==> src/rtl/rf_alu_core.sv <==
// Register-file + ALU execution core: valid/ready command port, registered execute stage with forwarding.
// Define RF_ALU_MUL_EN to include the iterative shift-add multiplier (funct 1100) and its MUL state.
module rf_alu_core #(
  parameter int DATA_W = 32,
  parameter int ADDR_W = 5,
  localparam int SH_W  = $clog2(DATA_W)
) (
  input  logic              clk,
  input  logic              rst,
  input  logic              cmd_valid,
  output logic              cmd_ready,
  input  logic [ADDR_W-1:0] rd_addr1,
  input  logic [ADDR_W-1:0] rd_addr2,
  input  logic [ADDR_W-1:0] wr_addr,
  input  logic              RegWrite,
  input  logic [SH_W-1:0]   shamt,
  input  logic [3:0]        funct,
  input  logic [DATA_W-1:0] imm,
  output logic [DATA_W-1:0] rd_data1,
  output logic [DATA_W-1:0] rd_data2,
  output logic [DATA_W-1:0] result,
  output logic              result_valid,
  input  logic [ADDR_W-1:0] dbg_addr,
  output logic [DATA_W-1:0] dbg_data
);

  localparam int DEPTH = 2 ** ADDR_W;

`ifdef RF_ALU_MUL_EN
  localparam int CNT_W = $clog2(DATA_W + 1);
  typedef enum logic [1:0] {S_IDLE = 2'd0, S_EXEC = 2'd1, S_MUL = 2'd2} state_t;
`else
  typedef enum logic [1:0] {S_IDLE = 2'd0, S_EXEC = 2'd1} state_t;
`endif

  state_t state_q, state_d;

  logic [DATA_W-1:0] rf_q [DEPTH];
  logic [DATA_W-1:0] rd_data1_q, rd_data2_q, result_q;
  logic [ADDR_W-1:0] wr_q;
  logic              we_q;

`ifdef RF_ALU_MUL_EN
  logic [DATA_W-1:0] mcand_q, mplier_q, acc_q, acc_d;
  logic [CNT_W-1:0]  cnt_q;
`endif

  logic              accept, wb_en, is_mul;
  logic [DATA_W-1:0] op1, op2, alu_res;

  function automatic logic [DATA_W-1:0] alu_f(
    input logic [DATA_W-1:0] a,
    input logic [DATA_W-1:0] b,
    input logic [DATA_W-1:0] im,
    input logic [3:0]        f,
    input logic [SH_W-1:0]   sh
  );
    logic [DATA_W-1:0] r;
    r = '0;
    case (f)
      4'b0000: r = a + b;
      4'b0001: r = a - b;
      4'b0010: r = a & b;
      4'b0011: r = a | b;
      4'b0100: r = a ^ b;
      4'b0101: r = ~(a | b);
      4'b0110: r = b << sh;
      4'b0111: r = b >> sh;
      4'b1000: r = DATA_W'($signed(b) >>> sh);
      4'b1001: r = {{(DATA_W-1){1'b0}}, ($signed(a) < $signed(b))};
      4'b1010: r = {{(DATA_W-1){1'b0}}, (a < b)};
      4'b1011: r = im;
      default: r = '0;  // MUL result arrives later from the multiplier
    endcase
    return r;
  endfunction

  // The EXEC-stage result lands in the RF on the same edge a new command captures
  // operands, so matching sources take result_q instead of the stale array entry.
  assign wb_en = (state_q == S_EXEC) && we_q && (wr_q != '0);

  always_comb begin
    op1 = '0;
    op2 = '0;
    if (rd_addr1 != '0) op1 = (wb_en && rd_addr1 == wr_q) ? result_q : rf_q[rd_addr1];
    if (rd_addr2 != '0) op2 = (wb_en && rd_addr2 == wr_q) ? result_q : rf_q[rd_addr2];
  end

  assign alu_res = alu_f(op1, op2, imm, funct, shamt);

`ifdef RF_ALU_MUL_EN
  assign cmd_ready = (state_q != S_MUL);
  assign is_mul    = (funct == 4'b1100);
  assign acc_d     = mplier_q[0] ? acc_q + mcand_q : acc_q;
`else
  assign cmd_ready = 1'b1;
  assign is_mul    = 1'b0;
`endif

  assign accept = cmd_valid && cmd_ready;

  always_comb begin
    state_d = state_q;
    case (state_q)
      S_IDLE, S_EXEC: begin
        if (!accept)     state_d = S_IDLE;
`ifdef RF_ALU_MUL_EN
        else if (is_mul) state_d = S_MUL;
`endif
        else             state_d = S_EXEC;
      end
`ifdef RF_ALU_MUL_EN
      S_MUL: if (cnt_q == CNT_W'(1)) state_d = S_EXEC;
`endif
      default: state_d = S_IDLE;
    endcase
  end

  always_ff @(posedge clk or posedge rst) begin
    if (rst) begin
      state_q    <= S_IDLE;
      rd_data1_q <= '0;
      rd_data2_q <= '0;
      result_q   <= '0;
      wr_q       <= '0;
      we_q       <= 1'b0;
      for (int unsigned i = 0; i < DEPTH; i++) rf_q[i] <= '0;
`ifdef RF_ALU_MUL_EN
      mcand_q    <= '0;
      mplier_q   <= '0;
      acc_q      <= '0;
      cnt_q      <= '0;
`endif
    end else begin
      state_q <= state_d;
      if (wb_en) rf_q[wr_q] <= result_q;
      if (accept) begin
        rd_data1_q <= op1;
        rd_data2_q <= op2;
        result_q   <= alu_res;
        wr_q       <= wr_addr;
        we_q       <= RegWrite;
`ifdef RF_ALU_MUL_EN
        mcand_q    <= op1;
        mplier_q   <= op2;
        acc_q      <= '0;
        cnt_q      <= CNT_W'(DATA_W);
`endif
      end
`ifdef RF_ALU_MUL_EN
      if (state_q == S_MUL) begin
        acc_q    <= acc_d;
        mcand_q  <= mcand_q << 1;
        mplier_q <= mplier_q >> 1;
        cnt_q    <= cnt_q - CNT_W'(1);
        if (cnt_q == CNT_W'(1)) result_q <= acc_d;
      end
`endif
    end
  end

  assign rd_data1     = rd_data1_q;
  assign rd_data2     = rd_data2_q;
  assign result       = result_q;
  assign result_valid = (state_q == S_EXEC);
  assign dbg_data     = (dbg_addr == '0) ? '0 : rf_q[dbg_addr];

endmodule

==> config.mk <==
export PLATFORM = sky130hd
export DESIGN_NAME = rf_alu_core
export DESIGN_NICKNAME = d
export VERILOG_FILES = /design/src/rtl/rf_alu_core.sv
export SDC_FILE = /design/constraint.sdc
export NUM_CORES = 2
export LEC_CHECK = 0
export CORE_MARGIN = 2
export CORE_UTILIZATION = 30
export CTS_CLUSTER_DIAMETER = 40
export CTS_CLUSTER_SIZE = 30
export DETAILED_ROUTE_END_ITERATION = 6
export PLACE_DENSITY = 0.48
export SLEW_MARGIN = 20
export SYNTH_ARGS = -nofsm -noshare
export SYNTH_HDL_FRONTEND = slang
export SYNTH_SLANG_ARGS = --single-unit
==> constraint.sdc <==
create_clock -name clk -period 69.5 [get_ports clk]
set_input_delay 13.9 -clock clk [delete_from_list [all_inputs] [get_ports clk]]
set_output_delay 13.9 -clock clk [all_outputs]
set_load 0.01 [all_outputs]
==> flow_summary.toml <==
[run_status]
run_status = "finished clean"

[drt]
drtAntennaViolNets = 0
drt-vias-per-instance = 6.19
detail_route.first_pass.iterations = 6
finalWirelength_um = 338000
drt_iter0_markers = 7267
detailroute.via_count = 60000
routedWlPerCell_um = 34.9
drcViolationCount = 0

[clock_network]
cts.repair_timing.setup_buffer_count = 0
number_of_hold_buffers_added_after_cts = 0
cts-buffers-inserted = 219
cts_max_path_buffers = 3
clock_tree_from_tritoncts = "done"
root_buffer = "sky130_fd_sc_hd__clkbuf_16"
insertion_delay_ns = 0.91
ctsHtreeMaxLevel = 4
cts_sink_count = 1127
cts_resized = 0
path_clk_slew_ns = 0.05

[logic_synthesis]
synth_fp_nets = 6310
synthesis.instances = 6142
synthTopCellsByCount = "sky130_fd_sc_hd__dfrtp_1, sky130_fd_sc_hd__mux2_2, sky130_fd_sc_hd__mux4_2, sky130_fd_sc_hd__clkbuf_1, sky130_fd_sc_hd__mux2i_1"
post_synth_instance_area_sq_mm = 0.0769
post-synth-top-area-cell = "sky130_fd_sc_hd__dfrtp_1"
synth_area_per_cell_sq_um = 12.5
synth_async_reset_ratio = 1.00
ys_ff_latch = 1127
dominant_register_cell_in_the_synthesized_netlist = "sky130_fd_sc_hd__dfrtp_1"
synth_seq_area_share = 0.367
yosysTopAreaCellShare = 0.367
synthTopCellsByArea = "sky130_fd_sc_hd__dfrtp_1, sky130_fd_sc_hd__mux4_2, sky130_fd_sc_hd__mux2_2"
synth_warnings = 0
synth.most_common_cell = "sky130_fd_sc_hd__dfrtp_1"
synth.distinct_cells = 103
synth_enable_flop_cells = 0

[die]
design.core.area_sq_mm = 0.255
chipWidth_um = 510
chipHeight_um = 510
placement_rows = 185
initial_utilization = 0.302
die_area_sq_mm = 0.260
io_pins = 195

[hold_path]
hold_path_startpoint = "rf_q[1008]"
worst_hold_path_ep = "rf_q[1008]"
min_path_type = "register to register"
timing.hold.worst_path_depth = 0

[worst_setup_path]
crit_path_max_fanout = 116
critical_path.most_common_cell = "sky130_fd_sc_hd__mux4_2"
critPathCaptureType = "primary output"
crit_arrival_ns = 17.85
start_kind = "primary input"
slowest_stage = "sky130_fd_sc_hd__mux2i_1"
timing.critical_path.required_ns = 55.60
crit_type = "primary input to primary output"
flop2flop_setup_slack_ns = 60.96
ff2ff_path_depth = 19
crit-reg2reg-launch = "wr_q[3]"
critical_path.cell_chain = "buf_8 -> buf_12 -> mux4_2 -> mux4_2 -> mux2i_1 -> nor2_1 -> clkdlybuf4s50_1"
critical_path.reg2reg.endpoint = "result[22]"
cp_slowest_stage_delay_ns = 0.80
path_buf_inv = 3
cp_top_delay_family = "multiplexers"

[timing]
fin_skew_ns = 0.0912
fmax_ghz = 0.0315
timing_hold_violations_final = 0
rsz0062_at_grt = "no"
worst_hold_slack_ns = 0.406
final_max_slew_viol_count = 0
timing.final.crit_period_ns = 31.75
max-slew-margin-rel = 0.105
setup-violations-final = 0
timing_worst_slew_pin_value_ns = 1.31
crit_share_post_route = 0.457
tns_ns = 0

[grt]
global_routing_usage_summed_across_all_routing_layers = 0.255
grt-ovfl-total = 0
number_of_global_route_vias_before_repair = 58800
grt_antenna_before_repair = 20
grt_max_degree = 135
wire_length_of_the_first_global_routing_pass_um = 475000

[placed_design]
place_inst = 9272
routabilityCongestion = 1.00
port_buffers = 193
dpl.hpwl_um = 219000

[cells_and_area]
nNetsFinal = 6295
post_route_cells_drive_above_1_share = 0.392
final-seq-area_sq_mm = 0.0282
final_cells = 9690
final_core_utilization = 0.355
areaGrowthSynthToFinish_pct = 17.6
n_fill_cell = 24600
multi_input_gate_area_in_the_final_layout_sq_mm = 0.0457

[pwr]
report.power.total_w = 0.00240
power_density_mw_per_mm2 = 26.6
vdd_drop_max_mv = 0.0251
power.static_leakage_nw = 39.0

[flow_run]
timing.max_cap.violations = 0
## how the worst max path moves through the flow
| stage | start | end | slack [ns] | cells after the start |
|---|---|---|---|---|
| finish | dbg_addr[0] | dbg_data[0] | 37.75 | 7 |
| global route | dbg_addr[0] | dbg_data[0] | 37.61 | 7 |
| CTS | dbg_addr[0] | dbg_data[0] | 37.75 | 7 |
| detailed placement | dbg_addr[0] | dbg_data[0] | 37.77 | 7 |
| global placement | dbg_addr[0] | dbg_data[0] | 37.82 | 7 |
| floorplan | rst | rd_data1[0] | 23.86 | 1 |
## per-stage QoR
stage	cell area (sq um)	setup WS [ns]
2_1_floorplan	76900	23.86
3_3_place_gp	82300	37.82
3_5_place_dp	82300	37.77
4_1_cts	90400	37.75
5_1_grt	90400	37.61
6_report	90400	37.75
## cell usage in the layout, fill, tap and decap left out, types with 21 or more instances in the layout
master                            Yosys  routed
sky130_fd_sc_hd__nand4_1             24      24
sky130_fd_sc_hd__inv_6                0      27
sky130_fd_sc_hd__o21ai_0            194     194
sky130_fd_sc_hd__clkbuf_8             0      27
sky130_fd_sc_hd__clkinvlp_4           0      27
sky130_fd_sc_hd__nor2_1             294     277
sky130_fd_sc_hd__mux4_2             738     738
sky130_fd_sc_hd__bufinv_16            0      30
sky130_fd_sc_hd__nand2_1            267     253
sky130_fd_sc_hd__buf_4               16     212
sky130_fd_sc_hd__nand3_1             88      87
sky130_fd_sc_hd__a211oi_1            62      61
sky130_fd_sc_hd__nor2b_1             37      33
sky130_fd_sc_hd__a221oi_1            33      33
sky130_fd_sc_hd__a21oi_1            215     213
sky130_fd_sc_hd__clkinv_4             0      32
sky130_fd_sc_hd__o211ai_1            26      26
sky130_fd_sc_hd__a21o_1              23      23
sky130_fd_sc_hd__nor3_1              48      42
sky130_fd_sc_hd__o22ai_1             45      45
sky130_fd_sc_hd__mux2_2             987     987
sky130_fd_sc_hd__mux2i_1            422     419
sky130_fd_sc_hd__dfrtp_1           1127    1124
sky130_fd_sc_hd__clkinv_2             0      21
sky130_fd_sc_hd__clkbuf_16            0     219
sky130_fd_sc_hd__a22oi_1            156     156
sky130_fd_sc_hd__clkdlybuf4s50_1      0     173
sky130_fd_sc_hd__a22o_1              21      21
sky130_fd_sc_hd__ha_1               101     101
sky130_fd_sc_hd__xnor2_1             22      22
sky130_fd_sc_hd__a31oi_1             40      40
sky130_fd_sc_hd__inv_1              109     108
## registers in the layout, summed over array words and instances, names as in the netlist
signal / cells
we_q: 1
wr_q: 5
state_q: 1
result: 32
rf_q: 1024
rd_data2: 32
rd_data1: 32
## cell type report
cell class | instances | area share
Antenna cell | 3 | 0.0000830
Clock buffer | 262 | 0.0654
Clock inverter | 153 | 0.0239
Inverter | 116 | 0.00490
Multi-Input combinational cell | 4249 | 0.506
Sequential cell | 1127 | 0.312
Tap cell | 3366 | 0.0466
Timing Repair Buffer | 414 | 0.0414
## metal layers
metal  vias up  wire length (um)  GRT usage
li1      24000                 -          -
met4         8             15600      0.106
met3       695             30900     0.0597
met2      3433            151000      0.388
met5         -                52          0
met1     31800            141000      0.350
## where the power goes
group / switching (W) / internal (W) / leakage [nW] / total (W)
clock: 0.000413 / 0.000729 / 3.85 / 0.00114
combinational: 0.000266 / 0.000209 / 19.6 / 0.000474
sequential: 0.0000677 / 0.000718 / 15.5 / 0.000786
## cell families after synthesis
logic type               synth area share
multiplexers                        0.422
other                           0.0000488
flip-flops                          0.367
adder cells (fa/ha/maj)            0.0170
buffers and inverters              0.0434
AO/OA/AOI/OAI                      0.0935
XOR/XNOR                          0.00421
AND/OR/NAND/NOR                    0.0533
(Power assumes the default switching activity.)
